==> src/rtl/countdown_timer_bcd_pkg.sv <==
// Shared definitions for the MM:SS BCD countdown timer: FSM encoding,
// digit limits and the load-word validity check.
package countdown_timer_bcd_pkg;

   typedef enum logic [1:0] {
      ST_IDLE    = 2'd0,
      ST_RUN     = 2'd1,
      ST_PAUSE   = 2'd2,
      ST_EXPIRED = 2'd3
   } state_t;

   localparam int SEC_TENS_MAX = 5;
   localparam int ONES_MAX     = 9;
   localparam int MIN_TENS_MAX = 5;
   localparam int LOAD_W       = 14;

   // Load word layout: {min_tens[2:0], min_ones[3:0], sec_tens[2:0], sec_ones[3:0]}
   function automatic logic bcd_valid(input logic [LOAD_W-1:0] d);
      return (d[13:11] <= 3'(MIN_TENS_MAX)) && (d[10:7] <= 4'(ONES_MAX)) &&
             (d[6:4]   <= 3'(SEC_TENS_MAX)) && (d[3:0]  <= 4'(ONES_MAX));
   endfunction

endpackage

==> src/rtl/countdown_timer_bcd_if.sv <==
// Command and status bundle of the countdown timer; the controller drives
// the master side, the timer implements the slave side.
interface countdown_timer_bcd_if;
   import countdown_timer_bcd_pkg::*;

   logic              load;
   logic [LOAD_W-1:0] load_data;
   logic              start;
   logic              pause;
   logic [2:0]        min_tens;
   logic [3:0]        min_ones;
   logic [2:0]        sec_tens;
   logic [3:0]        sec_ones;
   logic [1:0]        state;
   logic              done;
   logic              alarm;
   logic              load_err;

   modport master (
      output load, load_data, start, pause,
      input  min_tens, min_ones, sec_tens, sec_ones, state, done, alarm, load_err
   );

   modport slave (
      input  load, load_data, start, pause,
      output min_tens, min_ones, sec_tens, sec_ones, state, done, alarm, load_err
   );

endinterface

==> src/rtl/countdown_timer_bcd_digit.sv <==
// One BCD digit of the countdown: modulo-M down counter with synchronous
// clear and load; borrow_out fires when a decrement wraps it from 0.
module bcd_digit_down #(
   parameter int W = 4,
   parameter int M = 10
) (
   input  logic         clk,
   input  logic         sclr,
   input  logic         load,
   input  logic [W-1:0] load_val,
   input  logic         dec_in,
   output logic [W-1:0] q,
   output logic         borrow_out
);

   localparam logic [W-1:0] TOP = W'(M - 1);
   localparam logic [W-1:0] ONE = W'(1);

   assign borrow_out = dec_in && (q == '0);

   // NOTE: state registers use <= so every flop samples pre-edge values.
   always_ff @(posedge clk) begin
      if (sclr)
         q <= '0;
      else if (load)
         q <= load_val;
      else if (dec_in)
         q <= (q == '0) ? TOP : q - ONE;
   end

endmodule

==> src/rtl/countdown_timer_bcd.sv <==
// MM:SS countdown timer: prescaler and run/pause/expire FSM in this module,
// four chained bcd_digit_down instances hold the count.
module countdown_timer_bcd
   import countdown_timer_bcd_pkg::*;
#(
   parameter int TICK_DIV = 500000
) (
   input logic                  clk,
   input logic                  sclr,
   countdown_timer_bcd_if.slave bus
);

   localparam int              PW         = (TICK_DIV > 2) ? $clog2(TICK_DIV) : 1;
   localparam logic [PW-1:0]   PRESC_LAST = PW'(TICK_DIV - 1);
   localparam logic [PW-1:0]   PRESC_ONE  = PW'(1);

   state_t        state_q, state_nxt;
   logic [PW-1:0] presc_q, presc_nxt;
   logic          done_q, alarm_q, load_err_q;
   logic          tick, load_ok, load_bad;

   logic [2:0] mt_q, st_q;
   logic [3:0] mo_q, so_q;
   logic       so_borrow, st_borrow, mo_borrow, mt_borrow_unused;
   logic       count_zero, count_one;

   assign count_zero = (mt_q == '0) && (mo_q == '0) && (st_q == '0) && (so_q == '0);
   assign count_one  = (mt_q == '0) && (mo_q == '0) && (st_q == '0) && (so_q == 4'd1);

   // NOTE: every always_comb output gets a default first so no latch is inferred.
   always_comb begin
      state_nxt = state_q;
      presc_nxt = presc_q;
      tick      = 1'b0;
      load_ok   = 1'b0;
      load_bad  = 1'b0;
      if (bus.load && state_q != ST_RUN) begin
         if (bcd_valid(bus.load_data)) begin
            load_ok   = 1'b1;
            state_nxt = ST_IDLE;
            presc_nxt = '0;
         end else begin
            load_bad = 1'b1;
         end
      end else begin
         // A load while running is ignored, so lower-priority inputs still act.
         case (state_q)
            ST_IDLE: if (bus.start && !count_zero) begin
               state_nxt = ST_RUN;
               presc_nxt = '0;
            end
            ST_RUN: if (bus.pause) begin
               state_nxt = ST_PAUSE;
            end else if (presc_q == PRESC_LAST) begin
               tick      = 1'b1;
               presc_nxt = '0;
               if (count_one) state_nxt = ST_EXPIRED;
            end else begin
               presc_nxt = presc_q + PRESC_ONE;
            end
            ST_PAUSE:   if (bus.start) state_nxt = ST_RUN;
            ST_EXPIRED: if (bus.start) state_nxt = ST_IDLE;
         endcase
      end
   end

   always_ff @(posedge clk) begin
      if (sclr) begin
         state_q    <= ST_IDLE;
         presc_q    <= '0;
         done_q     <= 1'b0;
         alarm_q    <= 1'b0;
         load_err_q <= 1'b0;
      end else begin
         state_q    <= state_nxt;
         presc_q    <= presc_nxt;
         done_q     <= tick && count_one;
         alarm_q    <= (state_nxt == ST_EXPIRED);
         load_err_q <= load_bad;
      end
   end

   bcd_digit_down #(.W(4), .M(ONES_MAX + 1)) u_sec_ones (
      .clk(clk), .sclr(sclr), .load(load_ok), .load_val(bus.load_data[3:0]),
      .dec_in(tick), .q(so_q), .borrow_out(so_borrow)
   );

   bcd_digit_down #(.W(3), .M(SEC_TENS_MAX + 1)) u_sec_tens (
      .clk(clk), .sclr(sclr), .load(load_ok), .load_val(bus.load_data[6:4]),
      .dec_in(so_borrow), .q(st_q), .borrow_out(st_borrow)
   );

   bcd_digit_down #(.W(4), .M(ONES_MAX + 1)) u_min_ones (
      .clk(clk), .sclr(sclr), .load(load_ok), .load_val(bus.load_data[10:7]),
      .dec_in(st_borrow), .q(mo_q), .borrow_out(mo_borrow)
   );

   // Expiry stops the chain at 00:00, so the top digit never borrows.
   bcd_digit_down #(.W(3), .M(MIN_TENS_MAX + 1)) u_min_tens (
      .clk(clk), .sclr(sclr), .load(load_ok), .load_val(bus.load_data[13:11]),
      .dec_in(mo_borrow), .q(mt_q), .borrow_out(mt_borrow_unused)
   );

   assign bus.min_tens = mt_q;
   assign bus.min_ones = mo_q;
   assign bus.sec_tens = st_q;
   assign bus.sec_ones = so_q;
   assign bus.state    = state_q;
   assign bus.done     = done_q;
   assign bus.alarm    = alarm_q;
   assign bus.load_err = load_err_q;

endmodule

==> src/flat_wrapper.sv <==
// flat-port wrapper written by rule: the top's interface ports become plain ports
module countdown_timer_bcd_flat import countdown_timer_bcd_pkg::*;
#(
   parameter int TICK_DIV = 500000
)
  (clk, sclr, bus_load, bus_load_data, bus_start, bus_pause, bus_min_tens, bus_min_ones, bus_sec_tens, bus_sec_ones, bus_state, bus_done, bus_alarm, bus_load_err);
  countdown_timer_bcd_if bus_i ();
  input logic clk;
  input logic sclr;
  input wire logic [$bits(bus_i.load)-1:0] bus_load;
  input wire logic [$bits(bus_i.load_data)-1:0] bus_load_data;
  input wire logic [$bits(bus_i.start)-1:0] bus_start;
  input wire logic [$bits(bus_i.pause)-1:0] bus_pause;
  output wire logic [$bits(bus_i.min_tens)-1:0] bus_min_tens;
  output wire logic [$bits(bus_i.min_ones)-1:0] bus_min_ones;
  output wire logic [$bits(bus_i.sec_tens)-1:0] bus_sec_tens;
  output wire logic [$bits(bus_i.sec_ones)-1:0] bus_sec_ones;
  output wire logic [$bits(bus_i.state)-1:0] bus_state;
  output wire logic [$bits(bus_i.done)-1:0] bus_done;
  output wire logic [$bits(bus_i.alarm)-1:0] bus_alarm;
  output wire logic [$bits(bus_i.load_err)-1:0] bus_load_err;
  assign bus_i.load = bus_load;
  assign bus_i.load_data = bus_load_data;
  assign bus_i.start = bus_start;
  assign bus_i.pause = bus_pause;
  assign bus_min_tens = bus_i.min_tens;
  assign bus_min_ones = bus_i.min_ones;
  assign bus_sec_tens = bus_i.sec_tens;
  assign bus_sec_ones = bus_i.sec_ones;
  assign bus_state = bus_i.state;
  assign bus_done = bus_i.done;
  assign bus_alarm = bus_i.alarm;
  assign bus_load_err = bus_i.load_err;
  countdown_timer_bcd #(.TICK_DIV(TICK_DIV)) u_core (.clk(clk), .sclr(sclr), .bus(bus_i));
endmodule
==> config.mk <==
export PLATFORM = sky130hd
export DESIGN_NAME = countdown_timer_bcd_flat
export DESIGN_NICKNAME = d
export VERILOG_FILES = /design/src/rtl/countdown_timer_bcd_pkg.sv /design/src/rtl/countdown_timer_bcd_if.sv /design/src/rtl/countdown_timer_bcd_digit.sv /design/src/rtl/countdown_timer_bcd.sv /design/src/flat_wrapper.sv
export SDC_FILE = /design/constraint.sdc
export NUM_CORES = 1
export LEC_CHECK = 0
export CELL_PAD_IN_SITES_DETAIL_PLACEMENT = 0
export CELL_PAD_IN_SITES_GLOBAL_PLACEMENT = 1
export CORE_UTILIZATION = 44
export CTS_CLUSTER_SIZE = 25
export DETAILED_ROUTE_END_ITERATION = 16
export HOLD_SLACK_MARGIN = 0.06
export PLACE_DENSITY = 0.86
export SYNTH_ARGS = -nofsm -noshare
export SYNTH_HDL_FRONTEND = slang
export SYNTH_SLANG_ARGS = --single-unit
==> constraint.sdc <==
create_clock -name clk -period 5.3 [get_ports clk]
set_clock_uncertainty 0.15 [all_clocks]
set_input_delay 1.06 -clock clk [delete_from_list [all_inputs] [get_ports clk]]
set_output_delay 1.06 -clock clk [all_outputs]
set_load 0.02 [all_outputs]
### Yosys cells after proc, flatten, opt, wreduce, memory -nomap -nowiden

Cells that the tools add are included.

* output and inout bits: 19
* register bits after elaboration: 38
* input port bits: 19
* word-level logic and storage cells: 89

* add/sub/neg operators: 5
* multiplexer cells: 34
* bitwise operators: 1
* $lt $le $gt $ge: 4
* eq/ne operators: 10
* reduce and logical (&&, ||, !) cells: 26

Operator list (count)
* 2-to-1 mux 19 bit: 5
* one-hot mux 19 bit (2 select lines): 1
* 2-to-1 mux 4 bit: 6
* adder 19 x 1 -> 19 bit (second input constant): 1
* == test 19 bit (second input constant): 1
* 2-to-1 mux 3 bit: 6
* 2-to-1 mux 2 bit: 8
* logical AND 1 bit: 13
* less-or-equal comparator 4 bit (second input constant): 2
* zero test 4 bit: 2
* one-hot mux 2 bit (4 select lines): 1
* nonzero test 2 bit: 4
* subtractor 4 x 1 -> 4 bit (second input constant): 2
* 2-to-1 mux 1 bit: 7
* == test 2 bit (second input constant): 3
* less-or-equal comparator 3 bit (second input constant): 2
* zero test 3 bit: 2
* subtractor 3 x 1 -> 3 bit (second input constant): 2
* == test 4 x 1 -> 1 bit (second input constant): 1
* AND reduction 4 bit: 1
* inequality test 3 x 1 -> 1 bit (second input constant): 1
* inequality test 3 x 2 -> 1 bit (second input constant): 1
* nonzero test 3 bit: 1
* == test 2 x 1 -> 1 bit (second input constant): 1
* 6 further kinds: 6

### Longest topological paths before layout

Gate-level depths: netlist of the first run.

* depth after elaboration: 10
* mapped depth: 8
* depth with buffers taken out: 6

### By module

Synthesis of the first run repeated with hierarchy kept, for this count alone.

* cells, all modules: 264
* area total of the unflattened synthesis: 2142.1 um^2

By module, submodules not included
* countdown_timer_bcd: seq. area each 480.5 um^2, times used 1, cells an instance 174, area an instance 1361.3 um^2
* bcd_digit_down (u_core.u_min_ones ...): seq. area each 80.1 um^2, times used 2, cells an instance 24, area an instance 221.5 um^2
* bcd_digit_down (u_core.u_min_tens ...): seq. area each 60.1 um^2, times used 2, cells an instance 21, area an instance 168.9 um^2

### Worst setup path before layout of the first run

Ideal clock, no wire load.

* kind: input -> register
* start: input bus_load_data[8]
* end: register u_core.presc_q[6]
* slack: 2671 ps
* setup time: 70 ps
* required time: 5080 ps
* stages on the path: 6
* path buffers: 1
* arrival time: 2409 ps
* cells stage by stage: o21ai_1 > a311o_2 > nand2_1 > buf_2 > or4_1 > a21oi_1

* longest elaborated chain between the ends: 6

RTL lines
* start, declared: RTL line flat_wrapper.sv:11 `input wire logic [$bits(bus_i.load_data)-1:0] bus_load_data;`
* less-or-equal comparator 4 bit: RTL line countdown_timer_bcd_pkg.sv:19 `return (d[13:11] <= 3'(MIN_TENS_MAX)) && (d[10:7] <= 4'(ONES_MAX)) &&`
* logical AND 1 bit (2 in a row): RTL line countdown_timer_bcd_pkg.sv:19
* logical AND 1 bit: RTL line countdown_timer_bcd_pkg.sv:20 `(d[6:4] <= 3'(SEC_TENS_MAX)) && (d[3:0] <= 4'(ONES_MAX));`
* inequality test 2 bit (no line)
* AND reduction 4 bit (no line)
* end signal, assigned: RTL line countdown_timer_bcd.sv:76 `presc_q <= presc_nxt;`
* end, declared: RTL line countdown_timer_bcd.sv:18 `logic [PW-1:0] presc_q, presc_nxt;`

Every way passes these cells.
A chain may end at the register's enable or synchronous reset.

### Worst setup path after layout of the first run

* start: input bus_load_data[1]
* end: register u_core.presc_q[8]

* longest elaborated chain between the ends: 4

RTL lines (RTL line)
* less-or-equal comparator 4 bit: countdown_timer_bcd_pkg.sv:20
* logical AND 1 bit: countdown_timer_bcd_pkg.sv:20
* inequality test 2 bit (no line)
* AND reduction 4 bit (no line)

Every way passes these cells.

==> results of run 1 <==
-- Yosys cell counts, drive strengths merged, types with 3 or more instances --
master	number
nand4b	3
or2	3
dfxtp	38
a311oi	5
nand4	12
a21oi	19
clkbuf	4
o41ai	3
o21ai	9
a31o	6
and2	3
nor4	8
and4	3
and3	4
nand2	12
nand2b	4
nor2	22
or4	6
inv	12
nand3b	3
nor3	10
a211oi	9
buf	7
xnor2	10
or3	6
o31ai	8
nand3	11
-- registers in the layout, indices dropped and copies added (netlist names) --
signal,count
u_core.presc_q,19
u_core.u_min_ones.q,4
u_core.u_sec_ones.q,4
u_core.u_min_tens.q,3
u_core.u_sec_tens.q,3
u_core.bus.state,2
u_core.bus.alarm,1
u_core.bus.done,1
u_core.bus.load_err,1
-- metrics by stage --
stage                     power (W)  util [%]  setup WS, ns  hold WS (ns)  std cells
after floorplan            0.000415         -          2.67         0.314        264
after global placement     0.000462      53.4          1.77         0.338        360
after detailed placement   0.000463      53.4          1.71         0.344        360
after CTS                  0.000717      55.6          2.02         0.355        368
after global routing       0.000743      55.6          1.85         0.400        368
final                      0.000711      55.6          2.04         0.356        368
-- worst max-delay path by stage --
stage,endpoint,cells past startpoint,slack (ns),start
after floorplan,u_core.presc_q[6],6,2.67,bus_load_data[8]
final,u_core.presc_q[8],6,2.04,bus_load_data[1]
after CTS,u_core.presc_q[8],6,2.02,bus_load_data[1]
after detailed placement,u_core.presc_q[8],6,1.71,bus_load_data[1]
after global routing,u_core.presc_q[3],6,1.85,bus_load_data[1]
after global placement,u_core.presc_q[12],6,1.77,bus_load_data[1]
-- cells by family (layout without fill, tap and decap cells) --
logic type | count (synthesis) | after routing | synth area share [%]
AOI/OAI and AO/OA | 72 | 72 | 25.3
adders and majority gates | 1 | 1 | 0.531
buffers and inverters | 23 | 57 | 4.78
DFF | 38 | 38 | 32.3
xor gates and xnor gates | 10 | 10 | 3.72
and+or+nand+nor | 118 | 118 | 32.5
muxes | 2 | 2 | 0.903
-- where the power goes --
part | total (W) | switching (W) | internal (W) | leakage, nW
sequential | 0.000309 | 0.0000153 | 0.000294 | 0.308
clock | 0.000254 | 0.000114 | 0.000140 | 0.0504
combinational | 0.000147 | 0.0000856 | 0.0000613 | 0.539
-- layout make-up --
class,instances,area [sq um],share of cell area (%)
clock inverters,3,45.0,1.57
well taps,70,87.6,3.06
clock buffers,5,68.8,2.41
multi-input cells,203,1480,51.8
flip-flops and latches,38,761,26.6
repair buffers,37,370,12.9
inverters,12,45.0,1.57
-- per-layer routing --
metal | track usage (%) | wire length (microns) | vias to the layer above
met5 | 0 | 0 | -
met4 | 6.38 | 42 | 0
met3 | 3.61 | 227 | 5
met2 | 39.6 | 2950 | 47
met1 | 26.4 | 2650 | 1024
li1 | - | - | 1086
-- tightest hold or removal path, stage by stage (launching register included) --
cell and delay (ns):
dfxtp_1 0.34, o41ai_1 0.07, a21oi_1 0.05
==> out/results.tsv, run 1 <==
metric	value	unit
run status	finished clean	
drt pass-1 iters	4	
setup_tns	0	ns
relative slew slack	38.8	%
Worst R2R Setup Slack	2.27	ns
gate count of the mapped netlist	264	
hold path startpoint	u_core.presc_q[7]	
Post-Route WL	5860	microns
post-route minimum period	3.26	ns
Num Clock Sinks	38	
Vias/cell	5.88	
total congestion overflow	0	
commonest non-fill, non-tap cells in the layout	dfxtp_1, clkdlybuf4s50_1, nor2_1	
VDD IR-drop max	0.000180	V
largest net degree at the start of global routing	26	
CP max stage cell	a31o_1	
first-pass GRT wire length	9190	microns
dpl hpwl	4220	microns
CTS buffer count	5	
Pins Over Slew Limit	0	
1st-iter DRT viols	85	
Synth top area share	32.3	%
# resized after CTS	0	
RR Startpoint	u_core.presc_q[0]	
crit path cell chain	clkdlybuf4s50_1 > o21ai_1 > a311oi_4 > nor2_1 > a31o_1 > nor2_1	
Worst path max stage delay	0.72	ns
share of post-route cells with drive strength above 1	15.1	%
crit path kind	in -> reg	
HP Class	reg -> reg	
Synthesized Nets	284	
Min-Delay Path Depth	2	
leading area contributor after synthesis	dfxtp_1	
R2R cell count	6	
antenna violations before repair	0	
synthesized flop and latch total	38	
clk slew on worst S/H paths	0.08	ns
Crit Reg-Reg Endpoint	u_core.presc_q[8]	
CP delay by family, top	compound AO/OA/AOI/OAI gates	
most common cell after layout, fill and taps aside	dfxtp_1	
post-synthesis cell area	0.00236	sq mm
CTS HTree Levels	2	
critical path buffer and inverter count	1	
All-Layer GR Usage	21.8	%
syn_area_per_cell	8.92	sq um
hold buffers post-CTS	0	
num rows	26	
Avg WL per Cell	15.9	microns
number of global-route vias before repair	1905	
Seq/Total Area, Yosys	32.3	%
root buf cell	clkbuf_8	
CP Data Required Time	5.31	ns
initial core utilization	45.8	%
routability cong.	0.796	
DRC viols	0	
Area Overhead vs Synth	21.4	%
RSZ-0062 raised after global routing	no	
clock insertion delay at the later pin of the skew report	0.29	ns
CP most frequent cell	nor2_1	
Die Span Y	75.2	microns
part of the cycle the worst path needs	61.6	%
n_diodes	0	
CP startpoint kind	input pin	
Top FF cell, synth	dfxtp_1	
port buffer count	37	
final instance area	0.00286	sq mm
Fillers	510	
Post-synth ARST share	0	%
Hold Path End	u_core.presc_q[7]	
final hold violations	0	
# Post-CTS Setup Buffers	0	
Worst Path Max Fanout	17	
Worst Path Arrival	3.27	ns
post-placement cell area	0.00275	sq mm
TritonCTS clock tree	yes	
nets@finish	317	
top cells by area, synth	dfxtp_1, xnor2_1, nor2_1	
Least-Margin Pin Slew	0.914	ns
Max Clk Rate	306	MHz
Post-synth EDFFs	0	
Die Width	75.2	microns
crit path capture type	flip-flop	
die area	0.00565	sq mm
Max Cap Viol	0	
CTS max path bufs	2	
P per Cell Area	248	mW/mm^2
Yosys cell types	65	
vias post-DR	2162	
Final ANT Viol Nets	0	
LEAKAGE	0.898	nW
Final setup viols	0	
synth warn	0	
IO Pins	38	
Placeable Area	0.00514	sq mm
Note: power is estimated with default switching activity, not from simulation.
==> inputs of run 2 (changes only) <==
- CORE_UTILIZATION: 44 -> 36
- PLACE_DENSITY: 0.86 -> 0.75
- clock period: 5.3 -> 2.6 ns (I/O delays scaled with it)
==> run 2 against run 1 <==
  * Routed wire length grew 4.8%
  * Power grew 97%
  * Register-to-register slack lost 2.0 ns
  * Setup slack lost 1.8 ns
  * Highest routed layer unchanged
  * Combinational power grew 130%
  * Die area grew 22%
  * Clock power grew 69%
  * Sequential share of layout area shrank 1.3 points
  * Final cell count grew 7.6%
  * Sequential power grew 100%
  * Largest power group unchanged
  * Non-clock buffer count grew 21
==> out/results.tsv, run 2 (synthesis gave the netlist of run 1 again) <==
metric	value	unit	change
Pins Over Slew Limit	0		unchanged
Worst Path Max Fanout	11		-6
root buf cell	clkbuf_8		
Max Cap Viol	0		unchanged
CP max stage cell	or4_1		
IO Pins	38		unchanged
crit path kind	in -> reg		
routability cong.	0.836		+5.0%
Max Clk Rate	420	MHz	
# Post-CTS Setup Buffers	0		unchanged
Avg WL per Cell	15.5	microns	-2.6%
TritonCTS clock tree	yes		
die area	0.00687	sq mm	+22%
CP delay by family, top	simple AND/OR/NAND/NOR gates		
share of post-route cells with drive strength above 1	20.4	%	+5.3 points
CP Data Required Time	2.67	ns	-2.64 ns
post-route minimum period	2.38	ns	
P per Cell Area	466	mW/mm^2	+88%
clk slew on worst S/H paths	0.08	ns	about the same
CTS buffer count	5		unchanged
first-pass GRT wire length	10300	microns	+12%
Placeable Area	0.00635	sq mm	+24%
clock insertion delay at the later pin of the skew report	0.29	ns	about the same
Worst path max stage delay	0.54	ns	-0.18 ns
CP Launch Point	bus_load_data[13]		
largest net degree at the start of global routing	26		unchanged
Final setup viols	0		unchanged
Regs by FF count	u_core.presc_q: 19 flops, u_core.u_min_ones.q: 4 flops, u_core.u_sec_ones.q: 4 flops		
All-Layer GR Usage	18.6	%	-3.2 points
port buffer count	37		unchanged
hold path startpoint	u_core.presc_q[7]		
LEAKAGE	0.993	nW	+11%
critical path buffer and inverter count	1		unchanged
hold buffers post-CTS	0		unchanged
1st-iter DRT viols	80		-5.9%
Die Span Y	82.9	microns	+10%
# resized after CTS	0		unchanged
antenna violations before repair	0		unchanged
nets@finish	338		+6.6%
Top reg by flops	u_core.presc_q		
crit path capture type	flip-flop		
fin util	47.3	%	-8.3 points
relative slew slack	67.5	%	+29 points
DRC viols	0		unchanged
Post-Route WL	6140	microns	+4.8%
most common cell after layout, fill and taps aside	dfxtp_1		
RSZ-0062 raised after global routing	no		
run status	finished clean		
Place WS	-0.0374	ns	-1.75 ns
RR Startpoint	u_core.presc_q[0]		
CTS HTree Levels	2		unchanged
part of the cycle the worst path needs	91.7	%	
n_diodes	0		unchanged
Vias/cell	5.58		-5.0%
commonest non-fill, non-tap cells in the layout	dfxtp_1, clkdlybuf4s50_1, nor2_1		
setup ws final	0.217	ns	-1.82 ns
CP startpoint kind	input pin		
initial core utilization	37.1	%	-8.7 points
Worst Path Arrival	2.46	ns	-0.81 ns
final hold violations	0		unchanged
dpl hpwl	4520	microns	+7.2%
CTS max path bufs	2		unchanged
number of flip-flops in the largest register	19		unchanged
HP Class	reg -> reg		
num rows	29		+12%
crit path cell chain	clkdlybuf4s50_1 > a22oi_2 > a311o_2 > nand2_1 > or4_1 > a21oi_1		
VDD IR-drop max	0.000211	V	+17%
total congestion overflow	0		unchanged
Least-Margin Pin Slew	0.488	ns	-0.427 ns
Die Width	82.9	microns	+10%
Fillers	623		+22%
vias post-DR	2211		+2.3%
Area Overhead vs Synth	27.5	%	
number of global-route vias before repair	2129		+12%
Final ANT Viol Nets	0		unchanged
drt pass-1 iters	4		unchanged
setup_tns	0	ns	unchanged
Num Clock Sinks	38		unchanged
run 2: cell count changes in the layout (fill, tap and decap cells not counted), sizes merged:
cell / before / now
clkinv: 0 / 1
clkbuf: 5 / 7
buf: 0 / 21
bufinv: 1 / 0
clkinvlp: 2 / 0
run 2: power by group:
group | internal (W) | switching (W) | leakage (nW)
logic | 0.000156 | 0.000184 | 0.637
registers | 0.000600 | 0.0000308 | 0.308
clock network | 0.000214 | 0.000215 | 0.0482
run 2: worst reg2reg max path, stage by stage (launching register included):
cell and delay (ns):
dfxtp_1 0.41, ha_1 0.21, and3_1 0.24, nand3_1 0.10, buf_4 0.21, or2_1 0.29
o41ai_1 0.39, a311oi_1 0.15
run 2: layer usage:
metal / track usage, % / vias up / part of all wire [%]
met4: 6.90 / 0 / 1.3
met5: 0 / - / 0
met2: 31.9 / 32 / 49
met1: 23.2 / 1041 / 47
li1: - / 1132 / -
met3: 3.28 / 6 / 2.7
run 2: path summary, 6_finish.rpt:
path,endpoint,slack [ns],cells after the start
worst max-delay path,u_core.presc_q[6],0.22,6
worst min-delay path,u_core.presc_q[7],0.38,2
worst max register to register,u_core.u_min_ones.q[2],0.31,7
worst min register to register,u_core.presc_q[7],0.38,2
run 2: final cells by class:
class                   instances  area, sq um  share of cell area, %
multi-input cells             203         1480                   49.4
flip-flops and latches         38          761                   25.3
repair buffers                 58          528                   17.6
well taps                      77         96.3                   3.21
clock buffers                   7         86.3                   2.87
inverters                      12         45.0                   1.50
clock inverters                 1         5.00                  0.167
run 2: per-stage QoR:
step | hold WS (ns) | std cells | total power (W) | instance area, sq um
2_1_floorplan | 0.314 | 264 | 0.000845 | 2360
3_3_place_gp | 0.350 | 388 | 0.000983 | 2910
3_5_place_dp | 0.357 | 388 | 0.000984 | 2910
4_1_cts | 0.370 | 396 | 0.00142 | 3000
5_1_grt | 0.391 | 396 | 0.00147 | 3000
6_report | 0.376 | 396 | 0.00140 | 3000
==> inputs of run 3 (changes only) <==
- ABC_CLOCK_PERIOD_IN_PS: not set -> 2600
- CELL_PAD_IN_SITES_DETAIL_PLACEMENT: 0 -> 2
- CELL_PAD_IN_SITES_GLOBAL_PLACEMENT: 1 -> 2
- CORE_UTILIZATION: 36 -> 29
==> run 3 against run 2 <==
  * Final cell count up 6.6%
  * Sequential share of layout area is 0.58 points lower
  * Die area is 24% higher
  * Worst hold slack got worse by 0.00079 ns
  * Register-to-register slack lost 0.16 ns
  * Sequential cell count did not move
  * Core utilization is 7.9 points lower
  * Clock power increased by 14%
  * Non-clock buffer count is 1 higher
  * Critical path type is now reg -> reg
==> out/results.tsv, run 3 (synthesis gave the netlist of run 1 again) <==
metric	value	unit	change
clock insertion delay at the later pin of the skew report	0.30	ns	about the same
clk slew on worst S/H paths	0.08	ns	about the same
largest net degree at the start of global routing	26		unchanged
setup_tns	0	ns	unchanged
HP Class	reg -> reg		
setup ws final	0.152	ns	-0.0649 ns
Int Pwr	0.00103	W	+5.9%
Die Span Y	92.1	microns	+11%
Worst Path Arrival	2.44	ns	-0.02 ns
num rows	32		+10%
crit path capture type	flip-flop		
P per Cell Area	481	mW/mm^2	+3.3%
Final ANT Viol Nets	0		unchanged
VDD IR-drop max	0.000172	V	-18%
part of the cycle the worst path needs	94.2	%	+2.5 points
CTS max path bufs	2		unchanged
CP Data Required Time	2.60	ns	-0.07 ns
RSZ-0062 raised after global routing	no		
dpl hpwl	5980	microns	+32%
drt pass-1 iters	4		unchanged
total congestion overflow	0		unchanged
Worst path max stage delay	0.45	ns	-0.09 ns
# Post-CTS Setup Buffers	0		unchanged
Switching Share	30.6	%	-0.14 points
Clk pwr share	33.2	%	+2.5 points
TritonCTS clock tree	yes		
IO Pins	38		unchanged
Least-Margin Pin Slew	0.545	ns	+0.0573 ns
nets@finish	339		+0.30%
Top reg by flops	u_core.presc_q		
die area	0.00849	sq mm	+24%
crit path kind	reg -> reg		
CP startpoint kind	flip-flop		
Max Cap Viol	0		unchanged
final hold violations	0		unchanged
routability cong.	0.834		-0.25%
Fillers	883		+42%
fin util	39.4	%	-7.9 points
CTS HTree Levels	2		unchanged
All-Layer GR Usage	19.5	%	+0.91 points
Die Width	92.1	microns	+11%
port buffer count	37		unchanged
Area Overhead vs Synth	30.5	%	
commonest non-fill, non-tap cells in the layout	dfxtp_1, clkdlybuf4s50_1, nor2_1		
run status	finished clean		
Num Clock Sinks	38		unchanged
1st-iter DRT viols	62		-23%
crit path cell chain	ha_1 > and3_1 > nand3_1 > buf_4 > or2_1 > o41ai_1 > a311oi_1		
switching power	0.000452	W	+5.2%
Vias/cell	5.46		-2.1%
most common cell after layout, fill and taps aside	dfxtp_1		
root buf cell	clkbuf_8		
LEAKAGE	1.01	nW	+2.0%
vias post-DR	2306		+4.3%
CP max stage cell	o41ai_1		
Final setup viols	0		unchanged
Place WS	-0.106	ns	-0.0689 ns
hold buffers post-CTS	0		unchanged
share of post-route cells with drive strength above 1	20.9	%	+0.56 points
Worst Path Max Fanout	12		+1
combinational share of power	24.2	%	about the same
number of flip-flops in the largest register	19		unchanged
Placeable Area	0.00781	sq mm	+23%
antenna violations before repair	0		unchanged
DRC viols	0		unchanged
initial core utilization	30.2	%	-6.9 points
n_diodes	0		unchanged
post-route minimum period	2.45	ns	+0.0649 ns
CTS buffer count	5		unchanged
first-pass GRT wire length	12900	microns	+25%
relative slew slack	63.4	%	-4.1 points
number of global-route vias before repair	2449		+15%
Avg WL per Cell	18.5	microns	+19%
# resized after CTS	0		unchanged
Pins Over Slew Limit	0		unchanged
Post-Route WL	7820	microns	+27%
Max Clk Rate	408	MHz	-2.7%
Regs by FF count	u_core.presc_q: 19 flops, u_core.u_min_ones.q: 4 flops, u_core.u_sec_ones.q: 4 flops		
sequential cell fraction of total power	42.6	%	-2.4 points
-- run 3: final timing paths --
path / end / cells after the start / slack, ns / start
setup / recovery: u_core.u_min_ones.q[2] / 7 / 0.15 / u_core.presc_q[0]
hold / removal: u_core.presc_q[7] / 2 / 0.38 / u_core.presc_q[7]
setup reg to reg: u_core.u_min_ones.q[2] / 7 / 0.15 / u_core.presc_q[0]
hold reg to reg: u_core.presc_q[7] / 2 / 0.38 / u_core.presc_q[7]
-- run 3: area by class of cell --
cell class | instances | area (sq um) | area share (%)
repair buffers | 59 | 548 | 17.8
multi-input cells | 203 | 1480 | 48.2
clock buffers | 8 | 110 | 3.58
well taps | 102 | 128 | 4.15
inverters | 12 | 45.0 | 1.47
flip-flops and latches | 38 | 761 | 24.7
-- run 3: layer usage --
metal | vias to the layer above | global-route usage [%] | wire, microns
met2 | 26 | 36.7 | 4150
met4 | 0 | 4.69 | 85
met3 | 6 | 3.32 | 163
met5 | - | 0 | 0
met1 | 1140 | 22.6 | 3420
li1 | 1134 | - | -
-- run 3: power by group through the flow --
stage	Clock (W)	Sequential [W]	Combinational (W)
floorplan	0	0.000656	0.000190
global placement	0	0.000642	0.000351
detailed placement	0	0.000644	0.000363
CTS	0.000512	0.000631	0.000365
global route	0.000537	0.000634	0.000388
finish	0.000490	0.000630	0.000359
-- run 3: per-stage QoR --
step	hold slack, ns	area, sq um	cells	power [W]
after floorplan	0.314	2360	264	0.000845
after global placement	0.350	2960	414	0.000993
after detailed placement	0.369	2960	414	0.00101
after CTS	0.380	3070	422	0.00151
after global routing	0.399	3070	422	0.00156
final	0.376	3070	422	0.00148
-- run 3: worst max-delay path, delay by kind of cell, from the launching register on --
family                     cells  cell delay (ns)
AOI/OAI and AO/OA              2             0.62
adders and majority gates      1             0.24
and+or+nand+nor                3             0.66
buffers and inverters          1             0.21
DFF                            1             0.41
